<file path="config.mk">
export PLATFORM = sky130hd
export DESIGN_NAME = fft_out_serializer
export DESIGN_NICKNAME = d
export VERILOG_FILES = /design/src/rtl/fft_out_serializer.sv
export SDC_FILE = /design/constraint.sdc
export NUM_CORES = 1
export LEC_CHECK = 0
export BUFFER_PORTS_ARGS = -buffer_cell sky130_fd_sc_hd__clkbuf_2
export CORE_MARGIN = 4
export CORE_UTILIZATION = 47
export CTS_CLUSTER_SIZE = 12
export DETAILED_ROUTE_END_ITERATION = 8
export PLACE_DENSITY = 0.72
export SYNTH_ARGS = -nofsm -noshare
export SYNTH_HDL_FRONTEND = slang
export SYNTH_SLANG_ARGS = --single-unit
</file>
<file path="constraint.sdc">
create_clock -name clk -period 2.2 [get_ports clk]
set_input_delay 0.22 -clock clk [delete_from_list [all_inputs] [get_ports clk]]
set_output_delay 0.22 -clock clk [all_outputs]
set_load 0.005 [all_outputs]
</file>
<file path="src/rtl/fft_out_serializer.sv">
// Parallel-to-serial converter for the final stage of an 8-point FFT. It captures one
// bit-reversed frame and streams it out in natural frequency order over a valid/ready handshake.
module fft_out_serializer #(
  parameter int unsigned N = 3,
  localparam int unsigned W = 2 ** N
) (
  input  logic         clk,
  input  logic         rst,
  input  logic [W-1:0] in_0_r,
  input  logic [W-1:0] in_1_r,
  input  logic [W-1:0] in_2_r,
  input  logic [W-1:0] in_3_r,
  input  logic [W-1:0] in_4_r,
  input  logic [W-1:0] in_5_r,
  input  logic [W-1:0] in_6_r,
  input  logic [W-1:0] in_7_r,
  input  logic [W-1:0] in_0_i,
  input  logic [W-1:0] in_1_i,
  input  logic [W-1:0] in_2_i,
  input  logic [W-1:0] in_3_i,
  input  logic [W-1:0] in_4_i,
  input  logic [W-1:0] in_5_i,
  input  logic [W-1:0] in_6_i,
  input  logic [W-1:0] in_7_i,
  input  logic         in_valid,
  output logic         in_ready,
  output logic [W-1:0] out_r,
  output logic [W-1:0] out_i,
  output logic [2:0]   out_idx,
  output logic         out_valid,
  input  logic         out_ready,
  output logic         out_last
);

  typedef enum logic [0:0] {StIdle, StSend} state_e;

  state_e       state_q;
  logic [W-1:0] buf_r_q [8];
  logic [W-1:0] buf_i_q [8];
  logic [W-1:0] in_r    [8];
  logic [W-1:0] in_i    [8];
  logic [2:0]   m_q, m_d;
  logic [W-1:0] out_r_q, out_i_q;
  logic         in_ready_q, out_valid_q, out_last_q;

  function automatic logic [2:0] bitrev3(input logic [2:0] v);
    return {v[0], v[1], v[2]};
  endfunction

  assign in_r[0] = in_0_r;
  assign in_r[1] = in_1_r;
  assign in_r[2] = in_2_r;
  assign in_r[3] = in_3_r;
  assign in_r[4] = in_4_r;
  assign in_r[5] = in_5_r;
  assign in_r[6] = in_6_r;
  assign in_r[7] = in_7_r;
  assign in_i[0] = in_0_i;
  assign in_i[1] = in_1_i;
  assign in_i[2] = in_2_i;
  assign in_i[3] = in_3_i;
  assign in_i[4] = in_4_i;
  assign in_i[5] = in_5_i;
  assign in_i[6] = in_6_i;
  assign in_i[7] = in_7_i;

  assign m_d = m_q + 3'd1;

  // in_ready is registered so it stays low during reset and rises on the first edge after it;
  // capture is gated on it so a frame is never taken in that reset-release cycle.
  always_ff @(posedge clk or negedge rst) begin
    if (!rst) begin
      state_q     <= StIdle;
      m_q         <= 3'd0;
      in_ready_q  <= 1'b0;
      out_valid_q <= 1'b0;
      out_last_q  <= 1'b0;
      out_r_q     <= '0;
      out_i_q     <= '0;
      for (int k = 0; k < 8; k++) begin
        buf_r_q[k] <= '0;
        buf_i_q[k] <= '0;
      end
    end else begin
      unique case (state_q)
        StIdle: begin
          in_ready_q <= 1'b1;
          if (in_valid && in_ready_q) begin
            for (int k = 0; k < 8; k++) begin
              buf_r_q[k] <= in_r[k];
              buf_i_q[k] <= in_i[k];
            end
            // Sample m=0 lives at entry bitrev(0)=0, so it can be loaded straight from the inputs.
            out_r_q     <= in_r[0];
            out_i_q     <= in_i[0];
            m_q         <= 3'd0;
            out_last_q  <= 1'b0;
            out_valid_q <= 1'b1;
            in_ready_q  <= 1'b0;
            state_q     <= StSend;
          end
        end
        StSend: begin
          if (out_ready) begin
            if (m_q == 3'd7) begin
              m_q         <= 3'd0;
              out_valid_q <= 1'b0;
              out_last_q  <= 1'b0;
              in_ready_q  <= 1'b1;
              state_q     <= StIdle;
            end else begin
              m_q        <= m_d;
              out_r_q    <= buf_r_q[bitrev3(m_d)];
              out_i_q    <= buf_i_q[bitrev3(m_d)];
              out_last_q <= (m_d == 3'd7);
            end
          end
        end
        default: state_q <= StIdle;
      endcase
    end
  end

  assign in_ready  = in_ready_q;
  assign out_valid = out_valid_q;
  assign out_last  = out_last_q;
  assign out_r     = out_r_q;
  assign out_i     = out_i_q;
  assign out_idx   = m_q;

endmodule

</file>
==> impl_metrics.env <==
export IMPL_syn_instance_count=706
export IMPL_synth_net_count=841
export IMPL_p_leak_nw=4.78
export IMPL_critical_path_reg2reg_endpoint="out_r[1]"
export IMPL_max_clock_freq_mhz=455
export IMPL_die_x_um=128
export IMPL_route_antenna_remaining_nets=0
export IMPL_final_cells=1120
export IMPL_start_point_of_the_worst_hold_path="in_3_i[1]"
export IMPL_ws_path_type="register to register"
export IMPL_routabilityCongestion=0.873
export IMPL_grt_antenna_before_repair=0
export IMPL_clk_path_buf_depth=2
export IMPL_finalHoldViolCount=1
export IMPL_rsz_0062_raised_after_global_routing="yes"
export IMPL_hold_path_depth=3
export IMPL_r2r_cells=7
export IMPL_max_cap_viol_count=0
export IMPL_cts_sinks=151
export IMPL_final_design_area_no_fill_sq_mm=0.00913
export IMPL_die_area_sq_mm=0.0164
export IMPL_core_rowCount=43
export IMPL_pwr_density_cell_mw_per_mm2=1410
export IMPL_detail_route_wl_per_cell_um=17.0
export IMPL_critPathRequiredTime_ps=2500
export IMPL_gr_max_usage_layer="met2"
export IMPL_totalNegativeSetupSlack_ps=0
export IMPL_dpl_hpwl_mm=13.1
export IMPL_finalCriticalPeriod_ps=2200
export IMPL_routed_via_density=5.19
export IMPL_cp_max_fo=15
export IMPL_status="complete, but fails checks"
export IMPL_regToRegSetupSlack_ps=4
export IMPL_worst_pin_slew_ps=520
export IMPL_htree_levels=4
export IMPL_clock_buffer_count_from_cts=17
export IMPL_post_cts_setup_buffers=0
export IMPL_totalWireLength_mm=19.0
export IMPL_finish_utilization=0.652
export IMPL_layout_area_overhead_vs_synth_pct=35.1
export IMPL_num_fill_cells=1119
export IMPL_clk_pin_slew_worst_paths_ps=60
export IMPL_synth_main_ff_cell="sky130_fd_sc_hd__dfrtp_1"
export IMPL_finalNetCount=1063
export IMPL_synth_sequential_area_ratio=0.559
export IMPL_fin_crit_share=0.998
export IMPL_clk_root_buffer_cell="sky130_fd_sc_hd__clkbuf_16"
export IMPL_via_count=5817
export IMPL_met2_usage=0.382
export IMPL_critPathLaunchType="register"
export IMPL_drive_above_1_share=0.263
export IMPL_postSynthAreaPerCell_sq_um=9.57
export IMPL_vdd_drop_max_mv=0.612
export IMPL_crit_reg2reg_launch="out_idx[0]"
export IMPL_gr_usage_all_layers=0.246
export IMPL_drt_initial_drc_count=616
export IMPL_clock_latency_ps=430
export IMPL_syn_area_sq_mm=0.00675
export IMPL_insertedDiodeCount=0
export IMPL_groute_layer_met3_usage=0.0533
export IMPL_synth_edff_count=0
export IMPL_worst_clock_skew_ps=7.81
export IMPL_yosysWarnings=0
export IMPL_num_io_pins=154
export IMPL_cts_tree="done"
export IMPL_grt_met1_usage=0.347
export IMPL_hp_class="input pin to register"
export IMPL_global_route_overflow_total=0
export IMPL_max_slew_margin_rel=0.654
export IMPL_placeableCoreArea_sq_mm=0.0140
export IMPL_asr_flop_ratio_synth=1.00
export IMPL_timing_max_transition_violations_final=0
export IMPL_port_buffers=153
export IMPL_placedInstanceArea_sq_mm=0.00783
export IMPL_grt_start_max_net_pins=63
export IMPL_worst_setup_path_end_kind="register"
export IMPL_dp_cells=1020
export IMPL_hold_path_end="buf_i_q[33]"
export IMPL_drt_pass_1_iters=5
export IMPL_floorplan_initialDensity=0.483
export IMPL_dp_worst_setup_slack_ps=-119
export IMPL_critPathArrivalTime_ps=2500
export IMPL_pnr_worst_setup_slack_ps=3.57
export IMPL_first_global_vias=5984
export IMPL_holdWs_ps=-0.382
export IMPL_die_height_um=128
export IMPL_ys_ff_latch=151
export IMPL_violations="hold timing"
export IMPL_grt_pass1_wl_mm=30.8
export IMPL_remaining_drc_errors=0
export IMPL_post_synth_num_cell_types=24
export IMPL_power_total_mw=12.9
export IMPL_setup_violations_final=0
## synthesized netlist by cell type (2+ instances only)
cell / n / share of area
sky130_fd_sc_hd__a21oi_1: 9 / 0.0067
sky130_fd_sc_hd__nand3_1: 6 / 0.0044
sky130_fd_sc_hd__clkbuf_1: 16 / 0.0089
sky130_fd_sc_hd__a221o_1: 7 / 0.010
sky130_fd_sc_hd__mux4_2: 23 / 0.077
sky130_fd_sc_hd__o21ai_0: 11 / 0.0082
sky130_fd_sc_hd__nor2_1: 9 / 0.0050
sky130_fd_sc_hd__mux2_2: 9 / 0.015
sky130_fd_sc_hd__mux4_1: 8 / 0.031
sky130_fd_sc_hd__buf_2: 13 / 0.0096
sky130_fd_sc_hd__buf_6: 4 / 0.0067
sky130_fd_sc_hd__nand2_1: 406 / 0.23
sky130_fd_sc_hd__dfrtp_1: 151 / 0.56
sky130_fd_sc_hd__buf_1: 13 / 0.0072
sky130_fd_sc_hd__a31oi_1: 9 / 0.0083
sky130_fd_sc_hd__ha_1: 3 / 0.0056
sky130_fd_sc_hd__nand3b_1: 2 / 0.0022
## worst max-delay path, cell delays in order (launching register included)
cell and delay [ps]:
sky130_fd_sc_hd__dfrtp_1 380, sky130_fd_sc_hd__ha_2 200, sky130_fd_sc_hd__ha_4 310, sky130_fd_sc_hd__buf_12 180
sky130_fd_sc_hd__mux4_1 580, sky130_fd_sc_hd__mux2_2 280, sky130_fd_sc_hd__nand2_1 60, sky130_fd_sc_hd__a31oi_1 80
## layer usage
layer,wire [um],up-vias,share of wire
li1,-,2738,-
met1,8540,2846,0.45
met2,9000,202,0.47
met3,1120,31,0.059
met4,372,0,0.020
met5,0,-,0
## worst max-delay path by stage
stage          slack, ps        from       end  cells after the start
3_3_place_gp         -50  out_idx[0]  out_r[7]                      7
3_5_place_dp        -120  out_idx[0]  out_r[1]                      7
6_report               4  out_idx[0]  out_r[1]                      7
5_1_grt              -70  out_idx[0]  out_r[2]                      7
2_1_floorplan          2  out_idx[1]  out_i[7]                      8
4_1_cts               -6  out_idx[0]  out_r[1]                      7
## layout by cell type (no fill, tap or decap), types with 2 or more instances in the layout
master and n:
sky130_fd_sc_hd__buf_4 20, sky130_fd_sc_hd__bufinv_16 2, sky130_fd_sc_hd__buf_12 7, sky130_fd_sc_hd__nand3b_1 2, sky130_fd_sc_hd__clkbuf_16 17, sky130_fd_sc_hd__a221o_1 7
sky130_fd_sc_hd__a31oi_1 9, sky130_fd_sc_hd__nor2_1 9, sky130_fd_sc_hd__dfrtp_1 151, sky130_fd_sc_hd__mux2_2 6, sky130_fd_sc_hd__o21ai_0 11, sky130_fd_sc_hd__mux4_1 8
sky130_fd_sc_hd__nand2_1 406, sky130_fd_sc_hd__clkinv_4 2, sky130_fd_sc_hd__clkbuf_8 2, sky130_fd_sc_hd__nand3_1 6, sky130_fd_sc_hd__dlygate4sd3_1 69, sky130_fd_sc_hd__clkinv_2 3
sky130_fd_sc_hd__mux4_2 23, sky130_fd_sc_hd__a21oi_1 9, sky130_fd_sc_hd__clkinvlp_4 3, sky130_fd_sc_hd__clkbuf_2 152, sky130_fd_sc_hd__mux2_4 3
## state kept, by name (all words and copies together), names as in the netlist
| signal | cells |
|---|---|
| out_last | 1 |
| out_valid | 1 |
| out_r | 8 |
| in_ready | 1 |
| buf_r_q | 64 |
| buf_i_q | 64 |
| state_q | 1 |
| out_idx | 3 |
| out_i | 8 |
## area by class of cell
type                       count  area [sq um]  area share
timing repair buffer         249          1750       0.192
tap                          180           225      0.0247
clock inverter                11           124      0.0136
multi-input combinational    507          2780       0.305
sequential                   151          3780       0.414
inverter                       2          7.51    0.000823
clock buffer                  20           457      0.0500
## timing repair
| action | CTS | global route |
|---|---|---|
| hold buffers | 68 | 1 |
| resized for setup | 2 | 3 |
| setup endpoints to repair | 16 | 14 |
| endpoints found under the hold margin | 113 | 1 |
| gates cloned | 0 | 0 |
## where the power goes
part | switching [mW] | internal (mW) | leakage (nW) | total [mW]
registers | 0.850 | 4.08 | 1.88 | 4.93
clock network | 1.17 | 1.72 | 0.278 | 2.89
logic | 2.41 | 2.66 | 2.62 | 5.07
total | 4.42 | 8.46 | 4.78 | 12.9
## cell families after synthesis
logic type,share of synthesized area
DFF,0.559
buffers and inverters,0.0335
AOI/OAI and AO/OA,0.0348
adders and majority gates,0.00556
muxes,0.127
and+or+nand+nor,0.240
Power figures use the tool's default switching activity.
